$ cat src/rtl/tile_csr_host_if.sv
// Command/response port of the tile CSR host.
// Handshake rule for both channels: a transfer happens on a rising clock edge
// where valid and ready are both high. A source holds valid and its payload
// stable until that transfer, and never waits on ready before raising valid.
interface tile_csr_host_if #(
  parameter int REG_WIDTH     = 32,
  parameter int CSR_IN_WIDTH  = 16,
  parameter int CSR_OUT_WIDTH = 16
);
  logic                     cmd_valid;
  logic                     cmd_ready;
  logic [CSR_IN_WIDTH-1:0]  cmd_csr;
  logic [REG_WIDTH-1:0]     cmd_a;
  logic [REG_WIDTH-1:0]     cmd_b;
  logic                     rsp_valid;
  logic                     rsp_ready;
  logic [CSR_OUT_WIDTH-1:0] rsp_csr;
  logic [REG_WIDTH-1:0]     rsp_data;
  logic                     rsp_timeout;

  // Command producer / response consumer side.
  modport master (
    output cmd_valid, cmd_csr, cmd_a, cmd_b, rsp_ready,
    input  cmd_ready, rsp_valid, rsp_csr, rsp_data, rsp_timeout
  );

  // Side implemented by tile_csr_host.
  modport slave (
    input  cmd_valid, cmd_csr, cmd_a, cmd_b, rsp_ready,
    output cmd_ready, rsp_valid, rsp_csr, rsp_data, rsp_timeout
  );
endinterface

$ cat src/rtl/tile_csr_host.sv
// Harness-side initiator for a user tile's CSR/data-register interface.
// One command at a time: present csr/operands to the tile, wait for the tile
// to consume the csr word and publish its result, then hand back a response.
// A cycle timer aborts commands the tile never accepts or never answers.
module tile_csr_host #(
  parameter int REG_WIDTH      = 32,
  parameter int CSR_IN_WIDTH   = 16,
  parameter int CSR_OUT_WIDTH  = 16,
  parameter int TIMEOUT_CYCLES = 1024
) (
  input  logic                     clk,
  input  logic                     arst_n,
  tile_csr_host_if.slave           host,
  output logic                     tile_en,
  output logic [CSR_IN_WIDTH-1:0]  csr_in,
  input  logic                     csr_in_re,
  output logic [REG_WIDTH-1:0]     data_reg_a,
  output logic [REG_WIDTH-1:0]     data_reg_b,
  input  logic [CSR_OUT_WIDTH-1:0] csr_out,
  input  logic                     csr_out_we,
  input  logic [REG_WIDTH-1:0]     data_reg_c,
  output logic [1:0]               dbg_state
);

  localparam int TIMER_W = (TIMEOUT_CYCLES > 2) ? $clog2(TIMEOUT_CYCLES) : 1;
  localparam logic [TIMER_W-1:0] TIMER_LAST = TIMER_W'(TIMEOUT_CYCLES - 1);

  typedef enum logic [1:0] {
    S_IDLE     = 2'd0,
    S_ISSUE    = 2'd1,
    S_WAIT_RSP = 2'd2,
    S_RESP     = 2'd3
  } state_t;

  state_t                   state_q, state_d;
  logic [TIMER_W-1:0]       timer_q, timer_d;
  logic                     cmd_ready_q, cmd_ready_d;
  logic                     tile_en_q, tile_en_d;
  logic [CSR_IN_WIDTH-1:0]  csr_in_q, csr_in_d;
  logic [REG_WIDTH-1:0]     reg_a_q, reg_a_d;
  logic [REG_WIDTH-1:0]     reg_b_q, reg_b_d;
  logic                     rsp_valid_q, rsp_valid_d;
  logic [CSR_OUT_WIDTH-1:0] rsp_csr_q, rsp_csr_d;
  logic [REG_WIDTH-1:0]     rsp_data_q, rsp_data_d;
  logic                     rsp_timeout_q, rsp_timeout_d;

  // All outputs come straight from flops so the tile sees glitch-free levels.
  assign host.cmd_ready   = cmd_ready_q;
  assign host.rsp_valid   = rsp_valid_q;
  assign host.rsp_csr     = rsp_csr_q;
  assign host.rsp_data    = rsp_data_q;
  assign host.rsp_timeout = rsp_timeout_q;
  assign tile_en          = tile_en_q;
  assign csr_in           = csr_in_q;
  assign data_reg_a       = reg_a_q;
  assign data_reg_b       = reg_b_q;
  assign dbg_state        = state_q;

  // State and output registers; reset parks the block idle and ready.
  always_ff @(posedge clk or negedge arst_n) begin
    if (!arst_n) begin
      state_q       <= S_IDLE;
      timer_q       <= '0;
      cmd_ready_q   <= 1'b1;
      tile_en_q     <= 1'b0;
      csr_in_q      <= '0;
      reg_a_q       <= '0;
      reg_b_q       <= '0;
      rsp_valid_q   <= 1'b0;
      rsp_csr_q     <= '0;
      rsp_data_q    <= '0;
      rsp_timeout_q <= 1'b0;
    end else begin
      state_q       <= state_d;
      timer_q       <= timer_d;
      cmd_ready_q   <= cmd_ready_d;
      tile_en_q     <= tile_en_d;
      csr_in_q      <= csr_in_d;
      reg_a_q       <= reg_a_d;
      reg_b_q       <= reg_b_d;
      rsp_valid_q   <= rsp_valid_d;
      rsp_csr_q     <= rsp_csr_d;
      rsp_data_q    <= rsp_data_d;
      rsp_timeout_q <= rsp_timeout_d;
    end
  end

  // Next-state and next-output logic. A completing tile event always takes
  // priority over the timeout in the same cycle; csr_in_re alone on the last
  // timer cycle does not complete the command.
  always_comb begin
    state_d       = state_q;
    timer_d       = timer_q;
    cmd_ready_d   = cmd_ready_q;
    tile_en_d     = tile_en_q;
    csr_in_d      = csr_in_q;
    reg_a_d       = reg_a_q;
    reg_b_d       = reg_b_q;
    rsp_valid_d   = rsp_valid_q;
    rsp_csr_d     = rsp_csr_q;
    rsp_data_d    = rsp_data_q;
    rsp_timeout_d = rsp_timeout_q;

    case (state_q)
      S_IDLE: begin
        if (host.cmd_valid) begin
          state_d     = S_ISSUE;
          timer_d     = '0;
          cmd_ready_d = 1'b0;
          tile_en_d   = 1'b1;
          // Bit 0 is the START strobe; the block always sets it.
          csr_in_d    = host.cmd_csr | CSR_IN_WIDTH'(1);
          reg_a_d     = host.cmd_a;
          reg_b_d     = host.cmd_b;
        end
      end

      S_ISSUE, S_WAIT_RSP: begin
        timer_d = timer_q + 1'b1;
        if (csr_out_we && (csr_in_re || state_q == S_WAIT_RSP)) begin
          state_d       = S_RESP;
          rsp_valid_d   = 1'b1;
          rsp_csr_d     = csr_out;
          rsp_data_d    = data_reg_c;
          rsp_timeout_d = 1'b0;
          tile_en_d     = 1'b0;
          csr_in_d      = '0;
          reg_a_d       = '0;
          reg_b_d       = '0;
        end else if (timer_q == TIMER_LAST) begin
          state_d       = S_RESP;
          rsp_valid_d   = 1'b1;
          rsp_csr_d     = '0;
          rsp_data_d    = '0;
          rsp_timeout_d = 1'b1;
          tile_en_d     = 1'b0;
          csr_in_d      = '0;
          reg_a_d       = '0;
          reg_b_d       = '0;
        end else if (state_q == S_ISSUE && csr_in_re) begin
          state_d  = S_WAIT_RSP;
          csr_in_d = '0;
        end
      end

      S_RESP: begin
        if (host.rsp_ready) begin
          state_d     = S_IDLE;
          rsp_valid_d = 1'b0;
          cmd_ready_d = 1'b1;
        end
      end

      default: begin
        state_d = S_IDLE;
      end
    endcase
  end

endmodule

$ cat src/flat_wrapper.sv
// flat-port wrapper written by rule: the top's interface ports become plain ports
module tile_csr_host_flat 
#(
  parameter int REG_WIDTH      = 32,
  parameter int CSR_IN_WIDTH   = 16,
  parameter int CSR_OUT_WIDTH  = 16,
  parameter int TIMEOUT_CYCLES = 1024
)
  (clk, arst_n, tile_en, csr_in, csr_in_re, data_reg_a, data_reg_b, csr_out, csr_out_we, data_reg_c, dbg_state, host_cmd_valid, host_cmd_csr, host_cmd_a, host_cmd_b, host_rsp_ready, host_cmd_ready, host_rsp_valid, host_rsp_csr, host_rsp_data, host_rsp_timeout);
  tile_csr_host_if #(.REG_WIDTH(REG_WIDTH), .CSR_IN_WIDTH(CSR_IN_WIDTH), .CSR_OUT_WIDTH(CSR_OUT_WIDTH)) host_i ();
  input  logic clk;
  input  logic arst_n;
  output logic tile_en;
  output logic [CSR_IN_WIDTH-1:0] csr_in;
  input  logic csr_in_re;
  output logic [REG_WIDTH-1:0] data_reg_a;
  output logic [REG_WIDTH-1:0] data_reg_b;
  input  logic [CSR_OUT_WIDTH-1:0] csr_out;
  input  logic csr_out_we;
  input  logic [REG_WIDTH-1:0] data_reg_c;
  output logic [1:0] dbg_state;
  input wire logic [$bits(host_i.cmd_valid)-1:0] host_cmd_valid;
  input wire logic [$bits(host_i.cmd_csr)-1:0] host_cmd_csr;
  input wire logic [$bits(host_i.cmd_a)-1:0] host_cmd_a;
  input wire logic [$bits(host_i.cmd_b)-1:0] host_cmd_b;
  input wire logic [$bits(host_i.rsp_ready)-1:0] host_rsp_ready;
  output wire logic [$bits(host_i.cmd_ready)-1:0] host_cmd_ready;
  output wire logic [$bits(host_i.rsp_valid)-1:0] host_rsp_valid;
  output wire logic [$bits(host_i.rsp_csr)-1:0] host_rsp_csr;
  output wire logic [$bits(host_i.rsp_data)-1:0] host_rsp_data;
  output wire logic [$bits(host_i.rsp_timeout)-1:0] host_rsp_timeout;
  assign host_i.cmd_valid = host_cmd_valid;
  assign host_i.cmd_csr = host_cmd_csr;
  assign host_i.cmd_a = host_cmd_a;
  assign host_i.cmd_b = host_cmd_b;
  assign host_i.rsp_ready = host_rsp_ready;
  assign host_cmd_ready = host_i.cmd_ready;
  assign host_rsp_valid = host_i.rsp_valid;
  assign host_rsp_csr = host_i.rsp_csr;
  assign host_rsp_data = host_i.rsp_data;
  assign host_rsp_timeout = host_i.rsp_timeout;
  tile_csr_host #(.REG_WIDTH(REG_WIDTH), .CSR_IN_WIDTH(CSR_IN_WIDTH), .CSR_OUT_WIDTH(CSR_OUT_WIDTH), .TIMEOUT_CYCLES(TIMEOUT_CYCLES)) u_core (.clk(clk), .arst_n(arst_n), .host(host_i), .tile_en(tile_en), .csr_in(csr_in), .csr_in_re(csr_in_re), .data_reg_a(data_reg_a), .data_reg_b(data_reg_b), .csr_out(csr_out), .csr_out_we(csr_out_we), .data_reg_c(data_reg_c), .dbg_state(dbg_state));
endmodule
$ cat config.mk
export PLATFORM = sky130hd
export DESIGN_NAME = tile_csr_host_flat
export DESIGN_NICKNAME = d
export VERILOG_FILES = /design/src/rtl/tile_csr_host_if.sv /design/src/rtl/tile_csr_host.sv /design/src/flat_wrapper.sv
export SDC_FILE = /design/constraint.sdc
export NUM_CORES = 1
export LEC_CHECK = 0
export ABC_AREA = 1
export CORE_MARGIN = 8
export CORE_UTILIZATION = 42
export CTS_CLUSTER_DIAMETER = 60
export DETAILED_ROUTE_END_ITERATION = 8
export PLACE_DENSITY = 0.82
export SYNTH_ARGS = -nofsm -noshare
export SYNTH_HDL_FRONTEND = slang
export SYNTH_SLANG_ARGS = --single-unit
$ cat constraint.sdc
create_clock -name clk -period 1.8 [get_ports clk]
set_input_delay 0.54 -clock clk [delete_from_list [all_inputs] [get_ports clk]]
set_output_delay 0.54 -clock clk [all_outputs]
set_load 0.05 [all_outputs]
Word level (Yosys, flattened, before mapping). Index checks and enable logic that the tools add are counted.

Register bits: 144. Output and inout bits: 134. Word-level logic and storage cells: 70.

$add $sub $neg: 1. Equality and inequality tests: 8. Multiplexer cells: 34. Reduce and logical (&&, ||, !) cells: 16.

Operators with widths (count): 32-bit 2-to-1 mux (5); 32-bit case mux with 2 select lines (2); 16-bit 2-to-1 mux (6); 16-bit case mux with 2 select lines (1); 10-bit case mux with 2 select lines (1); 3-bit AND reduction (5); 10-bit by 1-bit adder with 10-bit output, second input constant (1); 10-bit == test, second input constant (1); 10-bit 2-to-1 mux (1); 2-bit 2-to-1 mux (5); 1-bit 2-to-1 mux (9); 2-bit nonzero test (4); 1-bit case mux with 2 select lines (3); 2-bit case mux with 3 select lines (1); 2-bit == test, second input constant (2); 2-bit != test, second input constant (2); 4-bit by 1-bit != test with 1-bit output, second input constant (1); 2-bit AND reduction (2); 3-bit by 1-bit != test with 1-bit output, second input constant (1); 2-bit by 1-bit == test with 1-bit output, second input constant (1); 1-bit logical AND (2); 2-bit logical NOT (1); 2-bit OR reduction (1); 1-bit logical OR (1).

Depth between registers and ports, before layout.
Word-level depth: 6. Depth in mapped cells: 10. Gate-level depth less buffers: 10.

Worst setup path before layout. No wires, ideal clock.

Kind: register -> register. From: register u_core.state_q[0] (netlist: u_core.dbg_state[0]). To: register u_core.csr_in_q[10] (netlist: u_core.csr_in[10]). Setup time: 66 ps. Arrival: 1956 ps. Setup slack: -222 ps. Cell stages (with the launch flop): 8. Buffers on the path: 2. Clock period less this slack: 2022 ps. Cell sequence: dfrtp_1 -> inv_1 -> ha_1 -> buf_2 -> nor2_2 -> clkbuf_1 -> nand3_1 -> nand2_1.

Word-level cells in the longest chain between the ends: 5. Elaborated cells on any way between the ends: 13. Those cells by class: 4 x eq/ne; 2 x mux; 7 x reduce/logical.

Ends and longest elaborated chain: start: declaration (RTL line tile_csr_host.sv:35) `state_t state_q, state_d;`; start signal: assignment (RTL line tile_csr_host.sv:74) `state_q <= state_d;`; 2-bit == test (RTL line tile_csr_host.sv:104, tile_csr_host.sv:120); 1-bit logical OR (RTL line tile_csr_host.sv:120) `if (csr_out_we && (csr_in_re || state_q == S_WAIT_RSP)) begin`; 1-bit logical AND (RTL line tile_csr_host.sv:120); 4-bit by 1-bit != test with 1-bit output (no source line) or 16-bit 2-to-1 mux (tied branches); 3-bit AND reduction (no source line) or 16-bit case mux with 2 select lines (tied branches); end signal: assignment (RTL line tile_csr_host.sv:78) `csr_in_q <= csr_in_d;`; end: declaration (RTL line tile_csr_host.sv:39) `logic [CSR_IN_WIDTH-1:0] csr_in_q, csr_in_d;`.

Several ways; a longest one is shown, not always the timed one. A chain may end at the register's enable or synchronous reset.

Worst setup path after layout.
From: register u_core.state_q[1] (netlist: u_core.dbg_state[1]). To: output dbg_state[1].

RTL lines: end: declaration (RTL line flat_wrapper.sv:21) `output logic [1:0] dbg_state;`.

No word-level cell between the ends.

==> impl_metrics.json <==
{
  "syn-num-nets": 814,
  "crit_buf_inv": 2,
  "hold-worst-slack_ns": 0.0166,
  "syn_to_final_growth_pct": 73.8,
  "cts-resized-gates": 0,
  "period_share_pct": 92.9,
  "powerDensity_nw_per_um2": 2440,
  "cap_violations": 0,
  "drt_pass1_iterations": 4,
  "port_buffers": 266,
  "syn-cell-area_um2": 6020,
  "placement.cell_area_um2": 9820,
  "worstPathRequired_ns": 1.26,
  "clk_pin_slew_ns": 0.06,
  "clock-sinks": 144,
  "p_leak_nw": 5.28,
  "fin_area_um2": 10500,
  "peakVddDrop_mv": 1.33,
  "cts_made_buffers": 17,
  "drive_gt1_share_pct": 27.5,
  "grt_pass1_wl_um": 31000,
  "clock_skew_ns": 0.00841,
  "final_nets": 1107,
  "cts.hold.buffers_added": 0,
  "path_max_fanout": 4,
  "slowest_delay_ns": 0.41,
  "num_rows": 43,
  "grtUsageTotal_pct": 21.7,
  "drc_errors": 0,
  "clk_latency_ns": 0.41,
  "worstPathArrival_ns": 1.13,
  "dp_hpwl_um": 15100,
  "rsz0062_at_grt": "no",
  "die-area_um2": 18400,
  "vias_per_cell": 4.80,
  "timing.fmax_mhz": 598,
  "ys_seq_area_share_pct": 59.9,
  "antenna_found_initial": 0,
  "synth_cell_type_count": 29,
  "finalSetupViolCount": 0,
  "slew_headroom_pct": 75.6,
  "gp_congestion": 0.825,
  "start_util_pct": 43.2,
  "antenna_cells": 0,
  "cp_top_family": "flip-flops",
  "drtIter0Drc": 255,
  "yosysWarnings": 0,
  "cpMaxStageDelayCell": "dfrtp_2",
  "hold_class": "input port to asynchronous set/reset pin",
  "cts_tree": "done",
  "chipWidth_um": 136,
  "cp-end-kind": "primary output",
  "status": "completed",
  "slew_viol_final": 0,
  "fp.dieH_um": 136,
  "final_common_cell": "nand2_1",
  "cts_max_path_buffers": 2,
  "wl_per_cell_um": 16.9,
  "root_buffer": "clkbuf_16",
  "fill_cells": 902,
  "io_pins": 268,
  "core-area_um2": 13900,
  "final-hold-violation-count": 0,
  "critPathKind": "flip-flop to primary output",
  "place_inst": 1128,
  "tightest_slew_ns": 0.367,
  "cts_setup_buffers": 0,
  "final_cell_mix": "360 x nand2_1, 141 x dfrtp_1, 131 x clkdlybuf4s50_1",
  "antenna_left": 0,
  "startpoint_type": "flip-flop",
  "avgSynthCellArea_um2": 8.93,
  "synth-seq-cells": 144,
  "syn_inst": 674,
  "final_cells": 1159,
  "routed_wl_um": 19600,
  "cts_max_level": 4,
  "grt_start_max_net_pins": 51,
  "gr-total-overflow": 0,
  "path_cells": "buf_4 > buf_12",
  "r2r_slack_ns": 0.15,
  "fin_crit_ns": 1.67,
  "vias": 5562,
  "grt_pass1_vias": 5957
}
-- worst paths after layout --
| path | from | endpoint | cells past startpoint |
|---|---|---|---|
| worst max-delay path | u_core.dbg_state[1] | dbg_state[1] | 2 |
| worst min-delay path | arst_n | u_core.host.rsp_data[25] | 1 |
| worst max register to register | u_core.dbg_state[1] | u_core.csr_in[14] | 9 |
| worst min register to register | u_core.csr_in[8] | u_core.csr_in[8] | 2 |
| max in group asynchronous | arst_n | u_core.host.cmd_ready | 2 |
| min in group clk | u_core.csr_in[8] | u_core.csr_in[8] | 2 |
-- power breakdown --
group          switching (W)  internal, W  total (W)  leakage [nW]
clock                0.00131      0.00239    0.00370         0.296
combinational        0.00929      0.00647     0.0158          3.17
sequential           0.00134      0.00474    0.00608          1.82
total                 0.0119       0.0136     0.0255          5.28
-- registers in the layout, indices dropped and copies added, names as in the netlist --
register and count:
u_core.data_reg_a 32, u_core.data_reg_b 32, u_core.host.rsp_data 32, u_core.csr_in 16, u_core.host.rsp_csr 16, u_core.timer_q 10, u_core.dbg_state 2, u_core.host.cmd_ready 1
u_core.host.rsp_timeout 1, u_core.host.rsp_valid 1, u_core.tile_en 1
-- stage by stage --
| stage | total power [W] | setup TNS [ns] | setup slack, ns | utilization, % |
|---|---|---|---|---|
| after floorplan | 0.0146 | 0 | 0.00165 | - |
| after global placement | 0.0216 | -22.45 | -0.203 | 70.5 |
| after detailed placement | 0.0220 | -25.19 | -0.235 | 70.5 |
| after CTS | 0.0258 | 0 | 0.107 | 75.0 |
| after global routing | 0.0269 | 0 | 0.0185 | 75.0 |
| final | 0.0255 | 0 | 0.128 | 75.0 |
-- cells by family after synthesis --
group                    Yosys count  synth area share [%]
XOR/XNOR                           2                 0.291
buffers and inverters             50                  5.18
AO/OA/AOI/OAI                     17                  1.58
flip-flops                       144                  59.9
AND/OR/NAND/NOR                  455                  31.8
adder cells (fa/ha/maj)            6                  1.25
-- final cells by class --
cell class | count | area, um2 | area share, %
Clock inverter | 9 | 158 | 1.51
Timing Repair Buffer | 304 | 3800 | 36.4
Clock buffer | 22 | 464 | 4.44
Multi-Input combinational cell | 480 | 2120 | 20.3
Sequential cell | 144 | 3610 | 34.5
Inverter | 20 | 76.3 | 0.730
Tap cell | 180 | 225 | 2.15
-- routing by layer --
layer / vias to the layer above / share of wire [%] / GRT usage [%]
met4: 0 / 1.5 / 7.34
met1: 2649 / 39 / 25.1
li1: 2642 / - / -
met5: - / 0 / 0
met3: 23 / 12 / 9.38
met2: 248 / 48 / 35.4
-- worst reg2reg max path, stage by stage, from the launching register on --
cell and delay (ns):
dfrtp_2 0.41, buf_4 0.16, ha_1 0.18, inv_1 0.06, nand2_1 0.12, nor2_4 0.15
buf_12 0.16, buf_12 0.16, nand3_1 0.11, nand2_1 0.08
-- synth_stat cells --
cell type,n,share of area (%)
nand2_1,360,22
dfrtp_1,143,59
nand2_2,52,5.4
nand3_1,19,1.6
inv_1,18,1.1
buf_2,11,0.92
clkbuf_1,11,0.69
nor2_1,10,0.62
o21ai_0,9,0.75
buf_12,6,2.0
ha_1,6,1.2
nand4_1,6,0.62
nand3_2,3,0.50
a21oi_1,2,0.17
nor2_2,2,0.21
o21ai_1,2,0.17
o21bai_1,2,0.25
buf_4,1,0.12
buf_6,1,0.19
clkinv_2,1,0.083
dfstp_2,1,0.44
inv_2,1,0.062
nand2_4,1,0.19
nor3_1,1,0.083
o21a_1,1,0.12
o31ai_1,1,0.12
or2_2,1,0.10
xnor2_1,1,0.15
xor2_1,1,0.15
(Power assumes the default switching activity.)
